`config.mk`:
```
export PLATFORM = sky130hd
export DESIGN_NAME = mem_port_arbiter
export DESIGN_NICKNAME = d
export VERILOG_FILES = /design/src/rtl/mem_port_arbiter.sv
export SDC_FILE = /design/constraint.sdc
export NUM_CORES = 1
export LEC_CHECK = 0
export ABC_AREA = 1
export ABC_CLOCK_PERIOD_IN_PS = 3650
export CELL_PAD_IN_SITES_DETAIL_PLACEMENT = 0
export CELL_PAD_IN_SITES_GLOBAL_PLACEMENT = 1
export CORE_ASPECT_RATIO = 1.75
export CORE_UTILIZATION = 32
export CTS_BUF_LIST = sky130_fd_sc_hd__clkbuf_16
export CTS_CLUSTER_DIAMETER = 120
export DETAILED_ROUTE_END_ITERATION = 10
export PLACE_DENSITY = 0.84
export SYNTH_ARGS = -nofsm -noshare
export SYNTH_HDL_FRONTEND = slang
export SYNTH_SLANG_ARGS = --single-unit
```
`constraint.sdc`:
```
create_clock -name clk -period 3.65 [get_ports clk]
set_clock_uncertainty 0.05 [all_clocks]
set_input_delay 0.365 -clock clk [delete_from_list [all_inputs] [get_ports clk]]
set_output_delay 0.365 -clock clk [all_outputs]
set_load 0.01 [all_outputs]
```
`src/rtl/mem_port_arbiter.sv`:
```
// Arbitrates one single-port memory between the fetch port and the data port.
// One transaction at a time; data wins ties, but fetch cannot starve beyond MAX_D_STREAK.
module mem_port_arbiter #(
  parameter int AW           = 32,
  parameter int DW           = 32,
  parameter int MAX_D_STREAK = 4,
  parameter int TIMEOUT      = 64
) (
  input  logic          clk,
  input  logic          rst_n,
  input  logic          i_req,
  input  logic [AW-1:0] i_addr,
  input  logic          i_flush,
  output logic          i_gnt,
  output logic [DW-1:0] i_rdat,
  output logic          i_rv,
  output logic          i_err,
  input  logic          d_req,
  input  logic          d_we,
  input  logic [AW-1:0] d_addr,
  input  logic [DW-1:0] d_wdat,
  output logic          d_gnt,
  output logic [DW-1:0] d_rdat,
  output logic          d_rv,
  output logic          d_wv,
  output logic          d_err,
  output logic          m_read_en,
  output logic [AW-1:0] m_read_addr,
  input  logic [DW-1:0] m_read_dat,
  input  logic          m_r_v,
  output logic          m_write_en,
  output logic [AW-1:0] m_write_addr,
  output logic [DW-1:0] m_write_dat,
  input  logic          m_w_v
);

  localparam logic [1:0] IDLE   = 2'd0;
  localparam logic [1:0] BUSY_I = 2'd1;
  localparam logic [1:0] BUSY_D = 2'd2;

  localparam int SW = $clog2(MAX_D_STREAK + 1);
  localparam int TW = $clog2(TIMEOUT);
  localparam logic [SW-1:0] STREAK_MAX = SW'(MAX_D_STREAK);
  localparam logic [TW-1:0] TMO_LAST   = TW'(TIMEOUT - 1);

  logic [1:0]    r_state;
  logic [SW-1:0] r_streak;
  logic [TW-1:0] r_tmo;
  logic          r_squash;
  logic          r_we;
  logic [AW-1:0] r_addr;
  logic [DW-1:0] r_wdat;
  logic          r_m_read_en;
  logic          r_m_write_en;
  logic [DW-1:0] r_i_rdat;
  logic [DW-1:0] r_d_rdat;
  logic          r_i_rv;
  logic          r_i_err;
  logic          r_d_rv;
  logic          r_d_wv;
  logic          r_d_err;

  logic w_idle;
  logic w_busy;
  logic w_pick_d;
  logic w_pick_i;
  logic w_i_gnt;
  logic w_d_gnt;
  logic w_done;
  logic w_tmo;

  assign w_idle   = (r_state == IDLE);
  assign w_busy   = (r_state == BUSY_I) || (r_state == BUSY_D);
  assign w_pick_d = d_req && !(i_req && (r_streak == STREAK_MAX));
  assign w_pick_i = !w_pick_d && i_req;
  // Grants are gated by rst_n so every output reads 0 while reset is held.
  assign w_i_gnt  = rst_n && w_idle && w_pick_i;
  assign w_d_gnt  = rst_n && w_idle && w_pick_d;
  assign w_done   = w_busy && (r_we ? m_w_v : m_r_v);
  assign w_tmo    = w_busy && !w_done && (r_tmo == TMO_LAST);

  always_ff @(posedge clk or negedge rst_n) begin
    if (!rst_n) begin
      r_state      <= IDLE;
      r_streak     <= '0;
      r_tmo        <= '0;
      r_squash     <= 1'b0;
      r_we         <= 1'b0;
      r_addr       <= '0;
      r_wdat       <= '0;
      r_m_read_en  <= 1'b0;
      r_m_write_en <= 1'b0;
      r_i_rdat     <= '0;
      r_d_rdat     <= '0;
      r_i_rv       <= 1'b0;
      r_i_err      <= 1'b0;
      r_d_rv       <= 1'b0;
      r_d_wv       <= 1'b0;
      r_d_err      <= 1'b0;
    end else begin
      r_i_rv  <= 1'b0;
      r_i_err <= 1'b0;
      r_d_rv  <= 1'b0;
      r_d_wv  <= 1'b0;
      r_d_err <= 1'b0;
      case (r_state)
        IDLE: begin
          if (!i_req || w_i_gnt) begin
            r_streak <= '0;
          end else if (w_d_gnt && (r_streak != STREAK_MAX)) begin
            r_streak <= r_streak + SW'(1);
          end
          r_tmo <= '0;
          if (w_d_gnt) begin
            r_state      <= BUSY_D;
            r_we         <= d_we;
            r_addr       <= d_addr;
            r_wdat       <= d_wdat;
            r_m_read_en  <= !d_we;
            r_m_write_en <= d_we;
            r_squash     <= 1'b0;
          end else if (w_i_gnt) begin
            r_state      <= BUSY_I;
            r_we         <= 1'b0;
            r_addr       <= i_addr;
            r_m_read_en  <= 1'b1;
            r_m_write_en <= 1'b0;
            r_squash     <= i_flush;
          end
        end
        BUSY_I, BUSY_D: begin
          if (w_done || w_tmo) begin
            r_state      <= IDLE;
            r_m_read_en  <= 1'b0;
            r_m_write_en <= 1'b0;
            r_tmo        <= '0;
            r_squash     <= 1'b0;
          end else begin
            r_tmo <= r_tmo + TW'(1);
            if ((r_state == BUSY_I) && i_flush) begin
              r_squash <= 1'b1;
            end
          end
          if (w_done) begin
            if (r_state == BUSY_I) begin
              // A flush on the completion cycle itself still squashes.
              if (!(r_squash || i_flush)) begin
                r_i_rv   <= 1'b1;
                r_i_rdat <= m_read_dat;
              end
            end else if (r_we) begin
              r_d_wv <= 1'b1;
            end else begin
              r_d_rv   <= 1'b1;
              r_d_rdat <= m_read_dat;
            end
          end
          if (w_tmo) begin
            if (r_state == BUSY_I) begin
              r_i_err <= 1'b1;
            end else begin
              r_d_err <= 1'b1;
            end
          end
        end
        default: begin
          r_state      <= IDLE;
          r_m_read_en  <= 1'b0;
          r_m_write_en <= 1'b0;
        end
      endcase
    end
  end

  assign i_gnt        = w_i_gnt;
  assign d_gnt        = w_d_gnt;
  assign i_rdat       = r_i_rdat;
  assign i_rv         = r_i_rv;
  assign i_err        = r_i_err;
  assign d_rdat       = r_d_rdat;
  assign d_rv         = r_d_rv;
  assign d_wv         = r_d_wv;
  assign d_err        = r_d_err;
  assign m_read_en    = r_m_read_en;
  assign m_read_addr  = r_addr;
  assign m_write_en   = r_m_write_en;
  assign m_write_addr = r_addr;
  assign m_write_dat  = r_wdat;

endmodule

```
==> run summary, run 1 <==
The flow ran to the end, and the final reports show no timing, DRC or antenna violations. The fmax was 361.8 MHz. Number of placed instances with taps included: 1158. Buffers inserted during clock tree synthesis total 17. The logs give 20.0% for the clock network fraction of design power and 0 for the number of resized instances in the post-cts repair step. In this run the power spent charging and discharging nets is 2.784 mW. The per-cell routed wire length is 15.24 um, and the later-pin clock latency in the skew report is 0.41 ns. The sequential fraction of design power is 35.4%.

The worst setup path is captured at an output pin. Dividing the detail-routed via count by the number of cells gives 4.446. After synthesis, flip-flops and latches occupy 58.49% of the total area. In this run the standard cell core region covers 19280 um2. The clock sink count was 148. After detailed routing, the number of remaining DRC violations is 0. Counting I/O delays and the setup requirement, the final critical path takes 2.764 ns.

The run gives 0 as the number of antenna violations at the first check in global routing. The total of buffers placed on input and output ports was 304. The area growth from synthesis to layout is 54.95%.

Dividing the final minimum period by the clock period gives 75.73%. The die covers 20380 um2. Sum of routed wire length over all layers: 18150 um.

The tools report the final sum of negative setup slack as 0 ns. The critical setup path kind is flip-flop to output pin. Combined global-route utilization of all metal layers: 18.33%. The worst setup path is launched from a flip-flop. In this run the power density over the cells is 821.1 nW/um2. The average instance in the mapped netlist occupies 9.508 um2. Required time at the worst-slack endpoint: 3.23 ns. After legalization and detailed placement, the total HPWL measured 13300 um. Clock-pin slew was measured on the worst setup and hold paths at 0.06 ns.

The synthesized netlist devotes 17.59% of its cell area to simple gates. Summing the areas of all fa, ha and maj instances in the mapped netlist gives 1.186% of the synthesized area. For this run, the detailed router's first-pass iteration total came to 4.

After floorplanning, the core was divided into 67 placement rows. At the end of routability-driven placement, the weighted congestion stood at 0.7641. The number of buffers on the longest clock path was 2; the warning count from the yosys run was 0. Synthesis inferred 148 register bits. Detailed routing inserted a total of 5295 vias.

The logs give 0 for the final-report hold violation count and 2.35 ns for the arrival time of data at the critical path endpoint. CTS placed an instance of sky130_fd_sc_hd__clkbuf_16 at the clock tree root. The run gives 0 as the final setup violation count.

The final worst slack was 0.8857 ns. The number of global-route vias before repair was 5402. The DRC marker count from the first detailed-route iteration is 223. The logs give 50.89% for the final core utilization and 70 for the largest net degree at the start of global routing. In this run the tightest slew margin relative to its limit is 41.58%. The max-slew violation total from the final report is 0. IR analysis of the VDD net gives a maximum drop of 0.0004620 V. At the pin with the least slew margin, the transition time is 0.8762 ns. For the final-stage net count, the log shows 1079. The combinational family with the most area after synthesis is simple AND/OR/NAND/NOR gates. Of all nets on the critical path, the largest fanout is 25. The distinct cell type count after synthesis was 25. The total power is 8.056 mW, and the final cell count without fillers is 1191. In this run the worst hold path is classified as input port to async pin.

The logs give 32.84% for the starting utilization of the core area and 4.631 nW for the leakage power of the design. The synthesized netlist devotes 0.6916% of its cell area to XOR and XNOR gates. For the overall overflow remaining after global route, the log shows 0. Count of inserted antenna diode cells: 0. The fraction of synthesized area in multiplexers was 0%; the count of H-tree levels built during CTS was 4. From bottom edge to top edge, the die measures 188.1 um.

Buffers added to address setup during post-CTS repair amount to 0. The pre-CTS setup slack is 1.195 ns. TritonCTS built the clock tree. After filler insertion, the fill cell instance count of the layout stands at 1772. The compound-gate portion of the synthesized area is 10.95%. Setup repair after global routing left no endpoint under its margin.

For the number of hold-repair buffers added at the cts stage, the log shows 1. The proportion of power drawn by combinational gates is 44.5%. The internal portion of the total power is 5.273 mW.

The count of antenna-violating nets left after detailed routing came out at 0. The floorplan step set the die width to 108.3 um. Across the run, the number of max-cap violations was 0.

The first global-routing pass estimated 28440 um of wire. In the synthesized netlist, the number of instances is 666. The share of cells above drive strength 1 works out to 7.053%. The net count after synthesis was 808. The switching share of power works out to 34.56%. During I/O placement, the number of pins put on the boundary was 305. The tools report the summed instance area of the synthesized netlist as 6332 um2.
power groups by stage:
stage | clock network, mW | registers (mW) | logic, mW
6_report | 1.61 | 2.86 | 3.59
5_1_grt | 1.74 | 2.95 | 3.94
4_1_cts | 1.67 | 2.86 | 3.65
3_5_place_dp | 0 | 2.87 | 3.64
3_3_place_gp | 0 | 2.86 | 3.59
2_1_floorplan | 0 | 3.10 | 1.44
layout make-up:
| type | instances | area [um2] | share of cell area (%) |
|---|---|---|---|
| Sequential cell | 148 | 3704 | 37.75 |
| Clock inverter | 15 | 120.1 | 1.224 |
| Clock buffer | 17 | 425.4 | 4.336 |
| Tap cell | 241 | 301.5 | 3.073 |
| Timing Repair Buffer | 315 | 3129 | 31.89 |
| Inverter | 50 | 190.2 | 1.938 |
| Multi-Input combinational cell | 405 | 1942 | 19.79 |
synthesized netlist by cell type (all sizes together):
| master | instances | area [um2] |
|---|---|---|
| nand2 | 262 | 986.0 |
| o21ai | 70 | 417.9 |
| nand3 | 11 | 72.57 |
| nor3 | 2 | 10.01 |
| buf | 58 | 494.2 |
| o211ai | 1 | 12.51 |
| xor2 | 5 | 43.79 |
| nor2 | 12 | 45.04 |
| dfrtp | 148 | 3704 |
| ha | 6 | 75.07 |
| inv | 50 | 190.2 |
| a22oi | 32 | 240.2 |
| clkbuf | 5 | 18.77 |
| a21oi | 3 | 15.01 |
| o21a | 1 | 7.510 |
worst paths after layout:
kind / startpoint / end / slack, ns / depth (start not counted)
max in group asynchronous: rst_n / m_read_addr[21] / 2.04 / 3
max reg2reg: r_state[1] / m_read_addr[22] / 1.44 / 9
min: rst_n / i_rdat[24] / 0.34 / 2
min reg2reg: m_write_dat[15] / m_write_dat[15] / 0.43 / 2
min in group clk: m_write_dat[15] / m_write_dat[15] / 0.43 / 2
max: r_state[1] / d_gnt / 0.89 / 7
sequential cells by signal, indices dropped and copies added, names as in the netlist, 2 cells and up:
register / flops
d_rdat: 32
i_rdat: 32
m_read_addr: 32
m_write_dat: 32
r_tmo: 6
r_streak: 3
r_state: 2
placed cells by master, fill, tap and decap left out:
cell,Yosys,final
sky130_fd_sc_hd__o21ai_0,24,24
sky130_fd_sc_hd__nand2_1,261,260
sky130_fd_sc_hd__o21ai_1,28,28
sky130_fd_sc_hd__clkinv_2,0,2
sky130_fd_sc_hd__buf_4,37,10
sky130_fd_sc_hd__inv_2,3,3
sky130_fd_sc_hd__nor3_1,2,2
sky130_fd_sc_hd__bufinv_16,0,1
sky130_fd_sc_hd__inv_6,0,1
sky130_fd_sc_hd__clkdlybuf4s50_1,0,303
sky130_fd_sc_hd__o21a_1,1,1
sky130_fd_sc_hd__nand3_2,1,2
sky130_fd_sc_hd__o211ai_4,0,1
sky130_fd_sc_hd__ha_1,6,6
sky130_fd_sc_hd__clkinvlp_4,0,4
sky130_fd_sc_hd__inv_1,46,50
sky130_fd_sc_hd__clkbuf_16,0,17
sky130_fd_sc_hd__xor2_1,5,5
sky130_fd_sc_hd__clkinv_4,0,3
sky130_fd_sc_hd__a21oi_1,3,3
sky130_fd_sc_hd__inv_4,1,1
sky130_fd_sc_hd__buf_6,18,1
sky130_fd_sc_hd__o21ai_2,18,18
sky130_fd_sc_hd__nand2_2,1,2
sky130_fd_sc_hd__a22oi_1,32,32
sky130_fd_sc_hd__nand3_1,9,8
sky130_fd_sc_hd__dfrtp_1,148,148
sky130_fd_sc_hd__dlygate4sd3_1,0,1
sky130_fd_sc_hd__nand3_4,1,1
sky130_fd_sc_hd__nor2_1,12,12
per-stage QoR:
| step | area (um2) | hold slack [ns] |
|---|---|---|
| 4_1_cts | 9812 | 0.3300 |
| 2_1_floorplan | 6332 | 0.01941 |
| 6_report | 9812 | 0.3351 |
| 3_3_place_gp | 9256 | 0.2076 |
| 3_5_place_dp | 9256 | 0.2095 |
| 5_1_grt | 9812 | 0.3509 |
cell families (layout without fill, tap and decap cells):
group,after synthesis,count (layout)
simple gates,287,287
flops,148,148
buf+inv,113,397
compound gates,107,107
fa+ha+maj,6,6
xor+xnor,5,5
layer usage:
layer | GRT usage [%] | vias to the layer above | wire [um]
met5 | 0 | - | 0
met4 | 5.977 | 0 | 267
met3 | 4.275 | 17 | 1199
met2 | 32.02 | 211 | 9533
met1 | 21.79 | 2454 | 7154
li1 | - | 2613 | -
critical path, stage by stage, from the launching register on:
cell	delay [ns]
sky130_fd_sc_hd__dfrtp_1	0.40
sky130_fd_sc_hd__inv_1	0.09
sky130_fd_sc_hd__ha_1	0.36
sky130_fd_sc_hd__nand2_2	0.12
sky130_fd_sc_hd__inv_2	0.09
sky130_fd_sc_hd__nand3_4	0.08
sky130_fd_sc_hd__inv_4	0.22
sky130_fd_sc_hd__clkdlybuf4s50_1	0.59
(Power assumes the default switching activity.)
==> run 2, diff against run 1 <==
- ABC_CLOCK_PERIOD_IN_PS: 3650 -> 2300
- CORE_UTILIZATION: 32 -> 27
- PLACE_DENSITY: 0.84 -> 0.76
- clock period: 3.65 -> 2.3 ns (I/O delays scaled with it)
==> run summary, run 2 (same netlist as run 1, synthesis figures left out) <==
The worst reg-to-reg path cell count came out at 10. The total of buffers placed on input and output ports was 304; the vias after detailed routing was 5270. For the number of global-route vias before repair, the log shows 5220.

The tools report the endpoint class of the critical path as an output pin. In this run the worst path has a maximum fanout of 3. Derived from the worst setup path, the maximum achievable clock frequency is 490.5 MHz.

For this run, the total global-route usage over all layers was measured as 15.49%. The tools report the internal reg-to-reg setup slack as 0.49 ns. The worst setup path is launched from a flip-flop.

The die height is 204.6 um, and the total die area is 24090 um2. The area of the multi-input gates came out at 1933 um2. For this run, global-route usage on met3 was measured as 4.315%.

The run finished with clean final reports. The count of nets left with antenna violations once routing finished came out at 0. In this run the critical register-to-register path is launched from r_state[1]. IR analysis of the VDD net gives a maximum drop of 0.0007161 V.

In the layout the commonest cells are sky130_fd_sc_hd__clkdlybuf4s50_1, sky130_fd_sc_hd__nand2_1, sky130_fd_sc_hd__dfrtp_1. Including well taps, the total number of placed cells is 1216. The path with the worst hold slack has its endpoint at m_write_dat[0].

The total core area was 22830 um2; the clock period minus final worst setup slack was 2.039 ns. For this run, the post-layout net count is 1078. Number of antenna violations at the first check in global routing: 0.

The library cell used most frequently in the layout, excluding fill and tap cells, is sky130_fd_sc_hd__clkdlybuf4s50_1. The run gives 0.2846 ns as the tightest hold margin. The tools report the launch point of the worst hold path as d_wdat[0].

The worst hold path passes through 3 cells. The pre-CTS setup slack is 0.1688 ns. For the final routed database, the setup TNS stands at 0 ns. Overall overflow remaining after global route: 0. The clock slew seen by the registers of the worst setup and hold paths is 0.06 ns, and the detailed-router iteration count before antenna repair is 4.

For met1 alone, demand over resource in global routing was 18.13%. The first global-routing pass estimated 28710 um of wire. Measured against its own limit, the worst slew margin works out to 46.65%.

CTS saw 148 sinks. In this run the number of H-tree levels came out at 4. The synthesis-to-layout area growth was 56.04%. Setup repair after global routing left no endpoint under its margin. For the pin with the worst max-slew slack, the measured transition is 0.8002 ns. The initial utilization of the core area, before any placement, comes to 27.73%.

The class of the worst hold path is input port to flip-flop. The count of inserted antenna diode cells came out at 0. TritonCTS built the clock tree. Busiest layer in global routing: met2. Row count: 73. The share of cells above drive strength 1 is 6.955%, and the sequential standard cell area is 3704 um2. The cell at the root of the clock tree is sky130_fd_sc_hd__clkbuf_16. The number of clock buffers added by TritonCTS is 17. The tools report the routing usage on met2 as 27.10%. The per-cell routed wire length came out at 14.75 um. The critical path is of the flip-flop to output pin type. Setup violations remaining at the end of the flow were counted as 0. For the post-DP HPWL, the log shows 12990 um. At the worst endpoint, the required time is 2.02 ns.

The tools report the final RePlAce weighted congestion as 0.7425. Top-level port count: 305. The run gives 1249 as the final cell count without fillers.

Buffers added to address setup during post-CTS repair amount to 0. For the leakage power of the design, the log shows 4.643 nW. Number of buffers on the longest clock path: 2. The max-slew violation total from the final report is 0, and the later-pin clock latency in the skew report is 0.42 ns.

Entering global routing, the biggest net connects 149 pins. Sum of routed wire length over all layers: 18420 um. In the routed design, unresolved DRC markers number 0. The final-report hold violation count is 0. In the routed layout, each cell is associated on average with a via count of 4.219. The floorplan step set the die width to 117.8 um. The power per cell area came out at 1282 nW/um2. Total of fill cells in the finished design: 2243. The share of the cycle needed by the critical path after routing was 88.64%; the DRC marker count from the first detailed-route iteration was 211.

The total of max-cap violations came out at 0. The run gives 1.76 ns as the arrival time of data at the critical path endpoint. In this run the critical register-to-register path is captured at m_read_en. The run gives 0.2614 ns as the final worst slack.
run 2: cell types whose count changed in the layout (fill, tap and decap cells not counted), moves of 2 or more:
cell,delta
sky130_fd_sc_hd__clkdlybuf4s50_1,-2
sky130_fd_sc_hd__inv_1,-4
sky130_fd_sc_hd__clkinv_1,+4
sky130_fd_sc_hd__buf_4,-4
sky130_fd_sc_hd__buf_12,+3
sky130_fd_sc_hd__clkinv_2,+2
run 2: how the worst max path moves through the flow:
stage | startpoint | depth (start not counted) | endpoint | slack [ns]
2_1_floorplan | r_state[0] | 9 | d_gnt | 0.72
3_3_place_gp | i_req | 6 | i_gnt | 0.17
3_5_place_dp | i_req | 6 | i_gnt | 0.17
4_1_cts | r_state[1] | 7 | d_gnt | 0.03
5_1_grt | r_state[1] | 7 | i_gnt | 0.13
6_report | r_streak[0] | 7 | i_gnt | 0.26
run 2: area by class of cell:
| type | instances | share of cell area, % |
|---|---|---|
| sequential | 148 | 37.48 |
| clock buffer | 17 | 4.305 |
| tap | 300 | 3.799 |
| inverter | 50 | 1.925 |
| timing repair buffer | 314 | 31.99 |
| multi-input combinational | 405 | 19.56 |
| clock inverter | 15 | 0.9371 |
run 2: through the flow:
step,power [mW],cell area (um2),utilization [%]
floorplan,7.202,6332,-
global placement,10.26,9351,40.95
detailed placement,10.32,9351,40.95
CTS,12.91,9878,43.26
global route,13.56,9881,43.27
finish,12.67,9881,43.27
run 2: metal layers:
metal / share of wire [%] / routed length [um]
met2: 52 / 9582
met5: 0 / 0
met3: 6.0 / 1109
met4: 1.3 / 246
met1: 41 / 7479
run 2: report_power, final:
part           switching, mW  internal (mW)
Combinational           2.55           3.17
Sequential             0.738           3.74
Clock                   1.11           1.36
run 2: worst max-delay path: stages (launching register included):
cell,delay (ns)
sky130_fd_sc_hd__dfrtp_1,0.38
sky130_fd_sc_hd__inv_1,0.10
sky130_fd_sc_hd__ha_1,0.17
sky130_fd_sc_hd__nand3_2,0.11
sky130_fd_sc_hd__nand2_1,0.08
sky130_fd_sc_hd__nand2_1,0.08
sky130_fd_sc_hd__inv_2,0.06
sky130_fd_sc_hd__dlygate4sd2_1,0.37
run 2: timing repair:
action / 4_1_cts / 5_1_grt
gates resized for setup: 1 / 1
cloned: 0 / 0
hold buffers: 1 / 0
hold endpoints to repair: 84 / 0
setup endpoints to repair: 1 / 1
==> run 3, diff against run 2 <==
--- a/config.mk
+++ b/config.mk
@@ -8,3 +8,3 @@
 export ABC_AREA = 1
-export ABC_CLOCK_PERIOD_IN_PS = 2300
+export ABC_CLOCK_PERIOD_IN_PS = 2600
 export CELL_PAD_IN_SITES_DETAIL_PLACEMENT = 0
@@ -12,3 +12,3 @@
 export CORE_ASPECT_RATIO = 1.75
-export CORE_UTILIZATION = 27
+export CORE_UTILIZATION = 30
 export CTS_BUF_LIST = sky130_fd_sc_hd__clkbuf_16
@@ -16,3 +16,3 @@
 export DETAILED_ROUTE_END_ITERATION = 10
-export PLACE_DENSITY = 0.76
+export PLACE_DENSITY = 0.8
 export SYNTH_ARGS = -nofsm -noshare
==> constraint.sdc (replaced) <==
create_clock -name clk -period 2.6 [get_ports clk]
set_clock_uncertainty 0.05 [all_clocks]
set_input_delay 0.65 -clock clk [delete_from_list [all_inputs] [get_ports clk]]
set_output_delay 0.65 -clock clk [all_outputs]
set_load 0.01 [all_outputs]
==> run summary, run 3 (same netlist as run 1, synthesis figures left out) <==
In the global route stage, met3 resource usage came out at 5.033%. After clock tree synthesis, the flow added hold-fix buffers numbering 0. The startpoint of the worst register-to-register path was r_state[1]. Counting along the longest clock path gives a buffer depth of 2.

The clock drives 148 sinks. The busiest layer in global routing is met2. The critical path is of the input port to output pin type.

Cell at the root of the clock tree: sky130_fd_sc_hd__clkbuf_16. The run finished, with violations left. Leaving out fill and tap cells, the most frequent cells in the layout are sky130_fd_sc_hd__clkdlybuf4s50_1, sky130_fd_sc_hd__nand2_1, sky130_fd_sc_hd__dfrtp_1. Leaving out fill and tap cells, the most frequent cell in the layout is sky130_fd_sc_hd__clkdlybuf4s50_1.

Global routing consumed, over all layers together, 17.59% of the routing resources. TritonCTS created 17 clock buffers. The worst pin sits at a relative slew slack of 38.75%. The largest stage delay on the critical path is 0.52 ns. The cell seen most often among critical-path stages is sky130_fd_sc_hd__nand2_1. The tools report the terminus of the critical flop-to-flop path as m_write_dat[8]. The run gives 0 as the final-report hold violation count.

TritonCTS built the clock tree. Overall overflow remaining after global route: 0. Class of the worst hold path: input port to async pin. For the final routed database, the setup TNS stands at 0 ns. In this run the worst path has a maximum fanout of 3.

The per-cell routed wire length was 15.26 um; the fmax was 400.3 MHz. The placed instances occupy a cell area of 9338 um2. Data on the critical path arrives at its endpoint at 1.80 ns. After detailed routing, the number of remaining DRC violations is 22. The tools report the final-stage net count as 1082.

The final route contains 5285 vias. The H-tree was split into 4 levels. Routability-driven placement finished with a final weighted congestion of 0.7984. For this design the static power due to leakage is 4.689 nW. Final setup violation count: 0.

VDD sags by at most 0.0006254 V. Later-pin clock latency in the skew report: 0.41 ns. The total of buffers placed on input and output ports is 304, and the clock period minus final worst setup slack is 2.498 ns. Setup repair after global routing left no endpoint under its margin.

Once the floorplan was initialized, standard cells occupied 30.51% of the core. Global-route wire length before repair: 29360 um. Slowest cell on the critical path: sky130_fd_sc_hd__clkdlybuf4s50_1. The number of setup buffers added after CTS is 0. 0 antenna diodes ended up in the layout. Sort of element at the start of the critical path: an input port. STA puts the critical path data required time at 1.90 ns.

Compared with the post-synthesis result, the final layout area differs by 56.43%. The number of global-route vias before repair was 5419; the total die area was 21720 um2. The final reports fail on DRC.

The chip width is 111.8 um. The run gives 2 as the number of resized instances in the post-cts repair step. STA classifies the critical path endpoint as an output pin. The core region is 20760 um2. In the final layout, the share of cells above drive strength 1 is 7.353%. The setup check on the worst reg-to-reg path leaves a slack of 0.58 ns. Summed over all layers, the routed wires come to 18370 um. The wire-length estimate of the detail-placed layout is 13090 um. Met1 track utilization from global routing: 20.37%.

The number of cells on the worst reg-to-reg path is 10. In this run the remaining antenna-violating nets after routing total 0. Walking the worst path, the cells encountered are clkdlybuf4s50_1 > nand3_2 > nand2_1 > nand2_1 > inv_2 > clkdlybuf4s15_1. Largest net degree at the start of global routing: 149. Area of all placed cells without fillers: 9906 um2.

After layout, the design draws a total of 11.45 mW. The first detailed-routing pass ran for 9 iterations. Power spread over the standard cell area amounts to 1156 nW/um2. The share of the cycle needed by the critical path after routing was 96.09%.

305 I/O pins were placed. The die height was 194.2 um; the number of antenna violations at the first check in global routing was 2. The tool flagged a number of max-cap violations equal to 0. The max-slew violation total from the final report is 0.

The clock slew seen by the registers of the worst setup and hold paths came out at 0.06 ns. The initialized floorplan defines 70 standard-cell rows. For the pin with the worst max-slew slack, the measured transition is 0.9188 ns.

Global routing consumed, on the met2 layer, 30.60% of the routing resources. The detailed router finished its first iteration with 225 violations. After detailed routing, the number of vias per cell comes to 4.390.
[run 3: power by group]
group / total [mW] / leakage, nW / internal (mW) / switching [mW]
combinational: 5.07 / 2.52 / 2.81 / 2.26
clock: 2.40 / 0.290 / 1.48 / 0.923
sequential: 3.98 / 1.88 / 3.31 / 0.663
[run 3: how the worst max path moves through the flow]
stage | slack (ns) | depth (start not counted) | from | endpoint
after floorplan | 0.60 | 9 | r_state[0] | d_gnt
after global placement | -0.20 | 6 | i_req | i_gnt
after detailed placement | -0.22 | 6 | i_req | i_gnt
after CTS | 0.05 | 6 | i_req | i_gnt
after global routing | 0.02 | 6 | i_req | i_gnt
final | 0.10 | 6 | i_req | i_gnt
[run 3: metal layers]
metal  vias up  share of wire, %
met5         -             0.065
met4         2               1.9
met3        24               6.6
met2       196                52
met1      2440                40
li1       2623                 -
[run 3: stage by stage]
stage	util, %	instances	setup WS (ns)	hold slack, ns
after floorplan	-	666	0.5977	0.3044
after global placement	44.98	1173	-0.2038	0.4112
after detailed placement	44.98	1173	-0.2222	0.4145
after CTS	47.72	1204	0.04694	0.4313
after global routing	47.72	1204	0.02033	0.4392
final	47.72	1204	0.1017	0.3794
[run 3: final cells by class]
class                      instances  area (um2)
fill                            2017       10850
sequential                       148        3704
timing repair buffer             318        3186
multi-input combinational        405        1942
clock buffer                      17       425.4
tap                              252       315.3
inverter                          50       190.2
clock inverter                    14       143.9
[run 3: worst max-delay path: cells and delay by family]
kind | cells | cell delay (ns)
and+or+nand+nor | 3 | 0.27
buffers and inverters | 3 | 0.87
